$ cat src/rtl/sr_drive_ctrl.sv
`default_nettype none
// ============================================================================
//  Module   : sr_drive_ctrl
//  Purpose  : Drives S/R pulses into a downstream NOR SR latch on qualified
//             set/clear requests, then confirms the latch via its Q feedback.
//             Asynchronous inputs pass through 2-flop synchronizers and are
//             debounced before they can start an operation.
//  Ports    : clk      - single clock, rising edge
//             rst      - asynchronous active-high reset
//             set_req  - bouncy set request (async)
//             clr_req  - bouncy clear request (async)
//             q_fb     - Q of the driven latch (async)
//             s_out    - registered S drive pulse
//             r_out    - registered R drive pulse
//             busy     - high whenever the controller is not idle
//             done     - one-cycle pulse, feedback confirmed
//             err      - sticky: feedback timeout or conflicting requests
//  Revision : 1.0 - initial release
// ============================================================================
module sr_drive_ctrl #(
    parameter int unsigned DEB_CYCLES = 4,   // 1..15
    parameter int unsigned PULSE_W    = 3,   // 1..15
    parameter int unsigned TIMEOUT    = 8    // 1..255
) (
    input  logic clk,
    input  logic rst,
    input  logic set_req,
    input  logic clr_req,
    input  logic q_fb,
    output logic s_out,
    output logic r_out,
    output logic busy,
    output logic done,
    output logic err
);

    localparam logic [3:0] C_DEB_MAX    = 4'(DEB_CYCLES);
    localparam logic [3:0] C_DEB_LAST   = 4'(DEB_CYCLES - 1);
    localparam logic [3:0] C_PULSE_LAST = 4'(PULSE_W - 1);
    localparam logic [7:0] C_TO_LAST    = 8'(TIMEOUT - 1);

    typedef enum logic [1:0] {
        ST_IDLE    = 2'd0,
        ST_DRIVE_S = 2'd1,
        ST_DRIVE_R = 2'd2,
        ST_WAIT_FB = 2'd3
    } state_t;

    // ------------------------------------------------------------------
    // Request channels: bit 0 = set, bit 1 = clear
    // ------------------------------------------------------------------
    logic [1:0] w_req_raw;
    logic [1:0] w_req_evt;

    assign w_req_raw = {clr_req, set_req};

    genvar gi;
    generate
        for (gi = 0; gi < 2; gi++) begin : g_req
            logic [1:0] r_sync;
            logic [3:0] r_cnt;

            always_ff @(posedge clk or posedge rst) begin
                if (rst) begin
                    r_sync <= 2'b00;
                    r_cnt  <= 4'd0;
                end else begin
                    r_sync <= {r_sync[0], w_req_raw[gi]};
                    if (!r_sync[1]) begin
                        r_cnt <= 4'd0;
                    end else if (r_cnt != C_DEB_MAX) begin
                        r_cnt <= r_cnt + 4'd1;
                    end
                end
            end

            // Fires in the cycle whose closing edge moves the counter onto
            // DEB_CYCLES; once saturated the counter never revisits
            // DEB_CYCLES-1 while the input stays high, so a held request
            // produces a single event.
            assign w_req_evt[gi] = r_sync[1] && (r_cnt == C_DEB_LAST);
        end
    endgenerate

    // ------------------------------------------------------------------
    // Latch feedback synchronizer
    // ------------------------------------------------------------------
    logic [1:0] r_q_sync;
    logic       w_q_s;

    always_ff @(posedge clk or posedge rst) begin
        if (rst) begin
            r_q_sync <= 2'b00;
        end else begin
            r_q_sync <= {r_q_sync[0], q_fb};
        end
    end

    assign w_q_s = r_q_sync[1];

    // ------------------------------------------------------------------
    // Control FSM, all outputs registered
    // ------------------------------------------------------------------
    state_t     r_state;
    logic       r_s_out;
    logic       r_r_out;
    logic       r_busy;
    logic       r_done;
    logic       r_err;
    logic       r_target;
    logic [3:0] r_pulse_cnt;
    logic [7:0] r_to_cnt;

    always_ff @(posedge clk or posedge rst) begin
        if (rst) begin
            r_state     <= ST_IDLE;
            r_s_out     <= 1'b0;
            r_r_out     <= 1'b0;
            r_busy      <= 1'b0;
            r_done      <= 1'b0;
            r_err       <= 1'b0;
            r_target    <= 1'b0;
            r_pulse_cnt <= 4'd0;
            r_to_cnt    <= 8'd0;
        end else begin
            r_done <= 1'b0;
            case (r_state)
                ST_IDLE: begin
                    // Events are only looked at here, so anything that
                    // qualifies while busy is simply lost.
                    if (w_req_evt[0] && w_req_evt[1]) begin
                        r_err <= 1'b1;
                    end else if (w_req_evt[0]) begin
                        r_state     <= ST_DRIVE_S;
                        r_s_out     <= 1'b1;
                        r_busy      <= 1'b1;
                        r_err       <= 1'b0;
                        r_target    <= 1'b1;
                        r_pulse_cnt <= 4'd0;
                    end else if (w_req_evt[1]) begin
                        r_state     <= ST_DRIVE_R;
                        r_r_out     <= 1'b1;
                        r_busy      <= 1'b1;
                        r_err       <= 1'b0;
                        r_target    <= 1'b0;
                        r_pulse_cnt <= 4'd0;
                    end
                end
                ST_DRIVE_S, ST_DRIVE_R: begin
                    if (r_pulse_cnt == C_PULSE_LAST) begin
                        r_state  <= ST_WAIT_FB;
                        r_s_out  <= 1'b0;
                        r_r_out  <= 1'b0;
                        r_to_cnt <= 8'd0;
                    end else begin
                        r_pulse_cnt <= r_pulse_cnt + 4'd1;
                    end
                end
                ST_WAIT_FB: begin
                    // r_to_cnt counts WAIT_FB cycles already spent without
                    // a match; the TIMEOUT-th cycle is the last chance.
                    if (w_q_s == r_target) begin
                        r_done  <= 1'b1;
                        r_busy  <= 1'b0;
                        r_state <= ST_IDLE;
                    end else if (r_to_cnt == C_TO_LAST) begin
                        r_err   <= 1'b1;
                        r_busy  <= 1'b0;
                        r_state <= ST_IDLE;
                    end else begin
                        r_to_cnt <= r_to_cnt + 8'd1;
                    end
                end
                default: begin
                    r_state <= ST_IDLE;
                end
            endcase
        end
    end

    assign s_out = r_s_out;
    assign r_out = r_r_out;
    assign busy  = r_busy;
    assign done  = r_done;
    assign err   = r_err;

endmodule
`default_nettype wire

$ cat config.mk
export PLATFORM = sky130hd
export DESIGN_NAME = sr_drive_ctrl
export DESIGN_NICKNAME = d
export VERILOG_FILES = /design/src/rtl/sr_drive_ctrl.sv
export SDC_FILE = /design/constraint.sdc
export NUM_CORES = 1
export LEC_CHECK = 0
export BUFFER_PORTS_ARGS = -buffer_cell sky130_fd_sc_hd__buf_2
export CAP_MARGIN = 20
export CORE_MARGIN = 3
export CORE_UTILIZATION = 45
export DETAILED_ROUTE_END_ITERATION = 8
export PLACE_DENSITY_LB_ADDON = 0.15
export SLEW_MARGIN = 20
export SYNTH_ARGS = -nofsm -noshare
export SYNTH_HDL_FRONTEND = slang
export SYNTH_SLANG_ARGS = --single-unit
$ cat constraint.sdc
create_clock -name clk -period 3.4 [get_ports clk]
set_input_delay 0.51 -clock clk [delete_from_list [all_inputs] [get_ports clk]]
set_output_delay 0.51 -clock clk [all_outputs]
set_load 0.02 [all_outputs]
# ---- Yosys cells after proc, flatten, opt, wreduce, memory -nomap -nowiden
# Cells that the tools add are included.
dict set report word_totals {
  ff_bits 34
  latch_bits 0
  ramBits 0
  n_memories 0
  output_inout_bits 5
  mem_bits_ro 0
}
dict set report classes {
  n_lt_le_gt_ge 0
  eq_ne 24
  div 0
  bitwise_logic 1
  multipliers 0
  n_addsub 4
  mux 42
  reduce_logical 17
  shifts 0
}
# operator n
set ops {}
lappend ops {{two-way mux 4 bit} 8}
lappend ops {{two-way mux 8 bit} 3}
lappend ops {{AND reduction 4 bit} 6}
lappend ops {{two-way mux 1 bit} 18}
lappend ops {{inequality test 2 bit, second input constant} 9}
lappend ops {{case mux 8 bit (2 select lines)} 1}
lappend ops {{adder 4 x 1 -> 4 bit, second input constant} 3}
lappend ops {{equality test 4 x 2 -> 1 bit, second input constant} 3}
lappend ops {{two-way mux 2 bit} 6}
lappend ops {{adder 8 x 1 -> 8 bit, second input constant} 1}
lappend ops {{equality test 8 x 3 -> 1 bit, second input constant} 1}
lappend ops {{inequality test 4 x 3 -> 1 bit, second input constant} 2}
lappend ops {{case mux 1 bit (2 select lines)} 4}
lappend ops {{case mux 4 bit (2 select lines)} 1}
lappend ops {{nonzero test 2 bit} 4}
lappend ops {{inequality test 3 bit, second input constant} 2}
lappend ops {{case mux 2 bit (3 select lines)} 1}
lappend ops {{AND reduction 5 bit} 1}
lappend ops {{equality test 2 bit, second input constant} 2}
lappend ops {{inequality test 2 x 1 -> 1 bit, second input constant} 2}
lappend ops {{inequality test 4 bit, second input constant} 1}
lappend ops {{logical AND 1 bit} 3}
lappend ops {{AND reduction 3 bit} 1}
lappend ops {{equality test 2 x 1 -> 1 bit, second input constant} 1}
lappend ops {{other kinds (4)} 4}

# ---- Depth between registers and ports, before layout
# Gate-level depths: netlist of the first run.
dict set report logic_depth {
  depth_word 6
  mapped_depth 8
  depth_no_buf 8
}

# ---- Worst setup path before layout of the first run
# No wires, ideal clock.
dict set report synth_path {
  path_kind {register -> register}
  from {register g_req[1].r_cnt[1]}
  to {register r_pulse_cnt[1]}
  arrival_time_ps 2266
  path_stages_with_launch 9
  setup_time_ps 125
  path_slack_ps 1010
  path_cell_list {dfrtp_1 -> ha_1 -> nor4bb_1 -> inv_1 -> ha_1 -> o21ai_1 -> o21ai_0 -> o21ba_2 -> mux2_2}
}
dict set report synth_between {
  elab_chain_len 5
}
# item line_no
set synth_rtl {}
lappend synth_rtl {{start: declaration} 61} ;# logic [3:0] r_cnt;
lappend synth_rtl {{start signal: assignment} 72} ;# r_cnt <= r_cnt + 4'd1;
lappend synth_rtl {{equality test 4 x 2 -> 1 bit *} 81} ;# assign w_req_evt[gi] = r_sync[1] && (r_cnt == C_DEB_LAST);
lappend synth_rtl {{logical AND 1 bit *} 81}
lappend synth_rtl {{logical AND 1 bit} 131} ;# if (w_req_evt[0] && w_req_evt[1]) begin
lappend synth_rtl {{inequality test 2 bit (no source line)} -}
lappend synth_rtl {{AND reduction 4 bit (no source line) *} -}
lappend synth_rtl {{end signal: assignment} 156} ;# r_pulse_cnt <= r_pulse_cnt + 4'd1;
lappend synth_rtl {{end: declaration} 111} ;# logic [3:0] r_pulse_cnt;
# Mark *: on every way between the ends. The rest lies on a longest branch, timed or not.
# A chain may end at the register's enable or synchronous reset.

# ---- Final worst setup path of the first run
# Same ends and word-level chain as after synthesis.

==> results of run 1 <==
-- per-stage QoR --
step	std cells	area [µm²]	total power, µW	util	worst slack (ns)
after global routing	237	2008	1804	0.5325	0.4693
after detailed placement	230	1896	1302	0.5027	0.7194
after floorplan	176	1805	1163	-	1.010
after global placement	230	1896	1276	0.5027	0.8437
after CTS	237	2008	1682	0.5325	0.7047
final	237	2008	1666	0.5325	0.6914
-- final timing paths --
path	endpoint	slack [ns]	depth (start not counted)
worst max-delay path	r_pulse_cnt[1]	0.69	8
worst min-delay path	r_to_cnt[7]	0.31	3
worst max register to register	r_pulse_cnt[1]	0.69	8
worst min register to register	r_q_sync[1]	0.35	0
max in group asynchronous	r_to_cnt[1]	2.78	3
min in group clk	g_req[0].r_sync[0]	0.33	1
-- cell usage in the layout, fill, tap and decap left out, types with 2 or more instances in the layout --
master                      netlist  layout
sky130_fd_sc_hd__nand4bb_1        2       2
sky130_fd_sc_hd__o31ai_1          2       2
sky130_fd_sc_hd__clkbuf_8         0       6
sky130_fd_sc_hd__mux2i_1          4       4
sky130_fd_sc_hd__a31oi_1          6       6
sky130_fd_sc_hd__nand2_1         14      14
sky130_fd_sc_hd__o21ai_0         14      14
sky130_fd_sc_hd__or4_1            3       3
sky130_fd_sc_hd__inv_1           13      13
sky130_fd_sc_hd__or3_1            2       2
sky130_fd_sc_hd__buf_2            0       9
sky130_fd_sc_hd__o2bb2ai_1        2       2
sky130_fd_sc_hd__and2_1           2       2
sky130_fd_sc_hd__ha_1            11      11
sky130_fd_sc_hd__nor2_1           7       7
sky130_fd_sc_hd__nor2b_1          5       5
sky130_fd_sc_hd__xnor2_1          3       3
sky130_fd_sc_hd__o211ai_1         3       3
sky130_fd_sc_hd__nand3_1          7       7
sky130_fd_sc_hd__nand2b_1         3       3
sky130_fd_sc_hd__a21oi_1          7       7
sky130_fd_sc_hd__nand3b_1         2       2
sky130_fd_sc_hd__dfrtp_1         34      34
sky130_fd_sc_hd__nor3_1           2       2
sky130_fd_sc_hd__nand4_1          2       2
sky130_fd_sc_hd__mux2_2           3       3
sky130_fd_sc_hd__o221ai_1         2       2
-- worst reg2reg max path, delay by kind of cell, from the launching register on --
| kind | cells | cell delay [ns] |
|---|---|---|
| muxes | 1 | 0.32 |
| adders and majority gates | 2 | 0.40 |
| and+or+nand+nor | 1 | 0.50 |
| buffers and inverters | 1 | 0.12 |
| AOI/OAI and AO/OA | 3 | 0.86 |
| DFF | 1 | 0.38 |
-- synthesized netlist by cell type (2+ instances only) --
| cell | number |
|---|---|
| sky130_fd_sc_hd__or4_1 | 3 |
| sky130_fd_sc_hd__a31oi_1 | 6 |
| sky130_fd_sc_hd__clkbuf_1 | 3 |
| sky130_fd_sc_hd__or3_1 | 2 |
| sky130_fd_sc_hd__o21ai_0 | 14 |
| sky130_fd_sc_hd__o211ai_1 | 3 |
| sky130_fd_sc_hd__nor3_1 | 2 |
| sky130_fd_sc_hd__a21oi_1 | 7 |
| sky130_fd_sc_hd__inv_1 | 13 |
| sky130_fd_sc_hd__dfrtp_1 | 34 |
| sky130_fd_sc_hd__nor2b_1 | 5 |
| sky130_fd_sc_hd__mux2_2 | 3 |
| sky130_fd_sc_hd__nand2_1 | 14 |
| sky130_fd_sc_hd__o31ai_1 | 2 |
| sky130_fd_sc_hd__nand3_1 | 7 |
| sky130_fd_sc_hd__nor2_1 | 7 |
| sky130_fd_sc_hd__nand2b_1 | 3 |
| sky130_fd_sc_hd__and2_1 | 2 |
| sky130_fd_sc_hd__nand4bb_1 | 2 |
| sky130_fd_sc_hd__ha_1 | 11 |
| sky130_fd_sc_hd__xnor2_1 | 3 |
| sky130_fd_sc_hd__nand3b_1 | 2 |
| sky130_fd_sc_hd__mux2i_1 | 4 |
| sky130_fd_sc_hd__nand4_1 | 2 |
| sky130_fd_sc_hd__o2bb2ai_1 | 2 |
| sky130_fd_sc_hd__o221ai_1 | 2 |
-- area by class of cell --
class / count / area [µm²] / area share
clock buffers: 6 / 82.58 / 0.04112
inverters: 13 / 48.80 / 0.02430
clock inverters: 1 / 30.03 / 0.01495
flip-flops and latches: 34 / 850.8 / 0.4237
repair buffers: 10 / 52.55 / 0.02617
multi-input cells: 125 / 883.3 / 0.4399
well taps: 48 / 60.06 / 0.02991
-- flip-flops by register name, summed over array words and instances, names as in the netlist --
name	cells
g_req.r_sync	4
r_to_cnt	8
busy	1
r_target	1
s_out	1
r_state	2
r_pulse_cnt	4
r_out	1
g_req.r_cnt	8
r_q_sync	2
err	1
done	1
-- per-layer routing --
layer / vias to the layer above / share of wire / track usage
met3: 2 / 0.034 / 0.04928
met1: 651 / 0.47 / 0.1818
met4: 0 / 0.0075 / 0.05423
met5: - / 0 / 0
met2: 21 / 0.48 / 0.2405
li1: 661 / - / -
-- power breakdown --
part           internal, µW  switching (µW)  total, µW
sequential              501            76.2        577
clock                   234             140        375
combinational           288             426        714
-- cells by family after synthesis --
kind of cell    Yosys count  synth area share
simple gates             58            0.1802
compound gates           45            0.1726
flops                    34            0.4712
buf+inv                  17           0.03950
fa+ha+maj                11           0.07623
mux                       7           0.04089
xor+xnor                  4           0.01941
==> impl_metrics.toml, run 1 <==
[min_path]
worst_hold_path_type = "input port to async pin"

[critical_path]
critPathBufInv = 1
worstSetupStartpointType = "flop"
critical_path.endpoint_type = "flop"
critPathLaunch = "g_req[1].r_cnt[1]"
rr_startpoint = "g_req[1].r_cnt[1]"
cp_common_cell = "sky130_fd_sc_hd__ha_1"
worst-path-max-fanout = 7
cp_data_arrival_time_ns = 2.87
worst-endpoint-required_ns = 3.56
path_delay_family = "compound AO/OA/AOI/OAI gates"
slowest_stage = "sky130_fd_sc_hd__nor4bb_1"
slowest_delay_ns = 0.50
path_cells = "ha_1 > nor4bb_1 > inv_1 > ha_1 > o21ai_1 > o21ai_0 > o21ba_2 > mux2_2"
critical_path_class = "flop to flop"

[detailed_routing]
first_pass_iters = 4
drtIter0Drc = 75
routedWlPerCell_um = 13.47
vias = 1335
drtAntennaViolNets = 0
detail_route.vias_per_cell = 5.633
route.final.wire_length_um = 3192
route.detailed.drc = 0

[yosys]
synth.avg_cell_area_um2 = 10.26
synth_enable_flop_cells = 0
post-synth-top-area-cell = "sky130_fd_sc_hd__dfrtp_1"
synthFlopType = "sky130_fd_sc_hd__dfrtp_1"
post_synth_arst_share = 1.000
number_of_storage_elements_in_the_synthesis_netlist = 34
netlist_area_before_placement_mm2 = 0.001805
synth_sequential_area_ratio = 0.4712
synth_cells = 176
synth_top_area_share = 0.4712
synthTopCellsByArea = "sky130_fd_sc_hd__dfrtp_1, sky130_fd_sc_hd__ha_1, sky130_fd_sc_hd__o21ai_0, sky130_fd_sc_hd__nand2_1, sky130_fd_sc_hd__inv_1"
yosys_warnings = 0
postSynthNetCount = 192
synth.lib_cells_used.distinct = 44

[sta]
timing.clock.skew_ns = 0.001775
maxClockFrequency_ghz = 0.3692
post-route-period-util = 0.7967
final.setup.tns_ns = 0
tightest_slew_ns = 0.5113
maxSlewViolCount = 0
rsz0062_at_grt = "no"
report.final.hold_viol_count = 0
maxSlewHeadroom = 0.6545
final.hold.worst_slack_ns = 0.3079
timing.final.setup_violations = 0
minimum_clock_period_after_layout_ns = 2.709

[job]
maxCapViolCount = 0

[grt]
grt_max_degree = 35
grt_remaining_overflow = 0
antenna_found_initial = 0
global_route.usage.total = 0.1478
grt_first_pass_wirelength_um = 5823
number_of_global_route_vias_before_repair = 1337

[clock_tree]
postCtsHoldBufs = 0
number_of_buffers_created_by_cts = 5
clk_path_buf_depth = 2
tritoncts = "done"
postCtsResizedCells = 0
clk_root_buffer_cell = "sky130_fd_sc_hd__clkbuf_8"
postCtsSetupBuffers = 0
clock_tree.htree_level_count = 2
clk_transition_reported_paths_ns = 0.07
worstSkewPairLatency_ns = 0.28
clock_sink_total = 34

[pwr]
pwr_density_cell_mw_per_mm2 = 829.4
p_leak_uw = 0.0009280
vdd_ir_drop_max_v = 0.0003514

[floorplanning]
die_h_um = 69.34
core_area_mm2 = 0.003771
dieWidth_um = 69.34
boundaryPins = 10
num_rows = 22
initial_core_util = 0.4788
die_area_mm2 = 0.004808

[placed_design]
place.detailed.hpwl_um = 2313
placement.io_buffers = 9
place.gp.congestion = 0.7213

[final_layout]
fin_nets = 205
num_antenna_cells = 0
fillerInstances = 331
layout-drive-gt1-share = 0.1481
layout_area_growth_over_synthesis_pct = 11.23

[status]
run_status = "complete, no violations"
Note: power is estimated with default switching activity, not from simulation.
==> run 2: changes to the inputs <==
==> constraint.sdc (replaced) <==
create_clock -name clk -period 2.4 [get_ports clk]
set_input_delay 0.36 -clock clk [delete_from_list [all_inputs] [get_ports clk]]
set_output_delay 0.36 -clock clk [all_outputs]
set_load 0.02 [all_outputs]
==> run 2 against run 1 <==
Net effect: design area rose by 1.9%; first-iteration DRC count rose by 5.3%; utilization increased by 1.0 points; non-clock buffer count up 4; worst hold slack got worse by 0.15 ns; global-route usage increased by 0.57 points; sequential power up 42%.
==> impl_metrics.toml, run 2 (synthesis gave the netlist of run 1 again) <==
[sta]
maxSlewViolCount = 0
tightest_slew_ns = 0.4958
post-route-period-util = 0.9205
final.setup.tns_ns = 0
timing.clock.skew_ns = 0.01321
minimum_clock_period_after_layout_ns = 2.209
report.final.hold_viol_count = 0
timing.final.setup_violations = 0
maxClockFrequency_ghz = 0.4526
rsz0062_at_grt = "no"
maxSlewHeadroom = 0.6695
final.hold.worst_slack_ns = 0.1584

[clock_tree]
clock_sink_total = 34
clk_transition_reported_paths_ns = 0.07
number_of_buffers_created_by_cts = 5
postCtsHoldBufs = 0
tritoncts = "done"
worstSkewPairLatency_ns = 0.28
clk_path_buf_depth = 2
clk_root_buffer_cell = "sky130_fd_sc_hd__clkbuf_8"
clock_tree.htree_level_count = 2

[critical_path]
r2r-end = "r_pulse_cnt[1]"
slowest_delay_ns = 0.41
rr_worst_depth = 8
path_cells = "ha_1 > nor4bb_4 > buf_4 > ha_1 > o21ai_1 > o21ai_0 > o21ba_2 > mux2_2"
rr_startpoint = "g_req[1].r_cnt[0]"
worstSetupStartpointType = "flop"
path_delay_family = "compound AO/OA/AOI/OAI gates"
slowest_stage = "sky130_fd_sc_hd__dfrtp_1"
cp_data_arrival_time_ns = 2.38
critical_path_class = "flop to flop"
worst-endpoint-required_ns = 2.57
regToRegSetupSlack_ns = 0.19
critical_path.endpoint_type = "flop"
worst-path-max-fanout = 5
cp_common_cell = "sky130_fd_sc_hd__ha_1"
critPathBufInv = 1

[pwr]
power.total_uw = 2382
pwr_density_cell_mw_per_mm2 = 1164
vdd_ir_drop_max_v = 0.0005808
p_leak_uw = 0.0009440

[grt]
antenna_found_initial = 0
number_of_global_route_vias_before_repair = 1330
global_route.usage.total = 0.1535
grt_max_degree = 35
grt_remaining_overflow = 0
grt_first_pass_wirelength_um = 5934

[detailed_routing]
route.detailed.drc = 0
route.final.wire_length_um = 3370
vias = 1370
drtAntennaViolNets = 0
routedWlPerCell_um = 13.93
drtIter0Drc = 79
first_pass_iters = 4
detail_route.vias_per_cell = 5.661

[placed_design]
place.detailed.hpwl_um = 2365
place.gp.congestion = 0.7900
placement.io_buffers = 9

[floorplanning]
die_h_um = 69.34
core_area_mm2 = 0.003771
dieWidth_um = 69.34
initial_core_util = 0.4788
boundaryPins = 10
num_rows = 22
die_area_mm2 = 0.004808

[job]
maxCapViolCount = 0

[final_layout]
num_antenna_cells = 0
fin_nets = 209
post_route_core_utilization = 0.5428
mostFrequentLayoutCell = "sky130_fd_sc_hd__dfrtp_1"
biggestRegsByFlops = "g_req.r_cnt: 8 flops, r_to_cnt: 8 flops"
layout-drive-gt1-share = 0.1649
layout_area_growth_over_synthesis_pct = 13.37
mostFrequentLayoutCells = "sky130_fd_sc_hd__dfrtp_1, sky130_fd_sc_hd__o21ai_0, sky130_fd_sc_hd__nand2_1"

[min_path]
worst_hold_path_type = "input port to async pin"

[status]
run_status = "complete, no violations"
==> run 2: cell types whose count changed in the layout (fill, tap and decap cells not counted) <==
cell and delta:
sky130_fd_sc_hd__buf_4 +4, sky130_fd_sc_hd__clkbuf_1 +2, sky130_fd_sc_hd__clkbuf_8 -1, sky130_fd_sc_hd__nor4bb_1 -1, sky130_fd_sc_hd__nor4bb_4 +1
==> run 2: layout make-up <==
cell class                      instances  area, µm²
Clock inverter                          1      30.03
Clock buffer                            7      76.32
Inverter                               13      48.80
Tap cell                               48      60.06
Sequential cell                        34      850.8
Timing Repair Buffer                   14      82.58
Multi-Input combinational cell        125      898.4
Fill cell                             338       1724
==> run 2: timing repair <==
item / in CTS / in global routing
setup buffers: 0 / 0
endpoints found under the setup margin: 0 / 1
resized for setup: 0 / 2
==> run 2: through the flow <==
| stage | setup WS, ns | std cells | instance area [µm²] |
|---|---|---|---|
| after CTS | 0.1307 | 242 | 2032 |
| after global placement | 0.1829 | 234 | 1926 |
| final | 0.1908 | 242 | 2047 |
| after detailed placement | 0.1391 | 234 | 1926 |
| after floorplan | 0.009806 | 176 | 1805 |
| after global routing | 0.01928 | 242 | 2047 |
==> run 2: worst reg2reg max path: cells and delay by family, from the launching register on <==
| family | cells | cell delay, ns |
|---|---|---|
| flops | 1 | 0.41 |
| fa+ha+maj | 2 | 0.46 |
| buf+inv | 1 | 0.14 |
| compound gates | 3 | 0.60 |
| simple gates | 1 | 0.17 |
| mux | 1 | 0.32 |
==> run 2: layer usage <==
metal / GRT usage / wire length (µm) / part of all wire
met5: 0 / 0 / 0
met4: 0.06508 / 38 / 0.011
met3: 0.04348 / 117 / 0.035
met2: 0.2468 / 1696 / 0.50
met1: 0.1926 / 1518 / 0.45
==> run 2: power by group <==
part / switching (µW) / internal (µW)
combinational: 609 / 441
clock: 200 / 311
sequential: 112 / 709
==> run 2: how the worst max path moves through the flow <==
| stage | from | to | slack (ns) | cells past startpoint |
|---|---|---|---|---|
| 2_1_floorplan | g_req[1].r_cnt[1] | r_pulse_cnt[1] | 0.01 | 8 |
| 3_3_place_gp | g_req[1].r_cnt[1] | r_pulse_cnt[1] | 0.18 | 8 |
| 3_5_place_dp | g_req[1].r_cnt[1] | r_pulse_cnt[1] | 0.14 | 8 |
| 4_1_cts | g_req[1].r_cnt[1] | r_pulse_cnt[1] | 0.13 | 8 |
| 5_1_grt | g_req[1].r_cnt[1] | r_pulse_cnt[1] | 0.02 | 8 |
| 6_report | g_req[1].r_cnt[0] | r_pulse_cnt[1] | 0.19 | 8 |
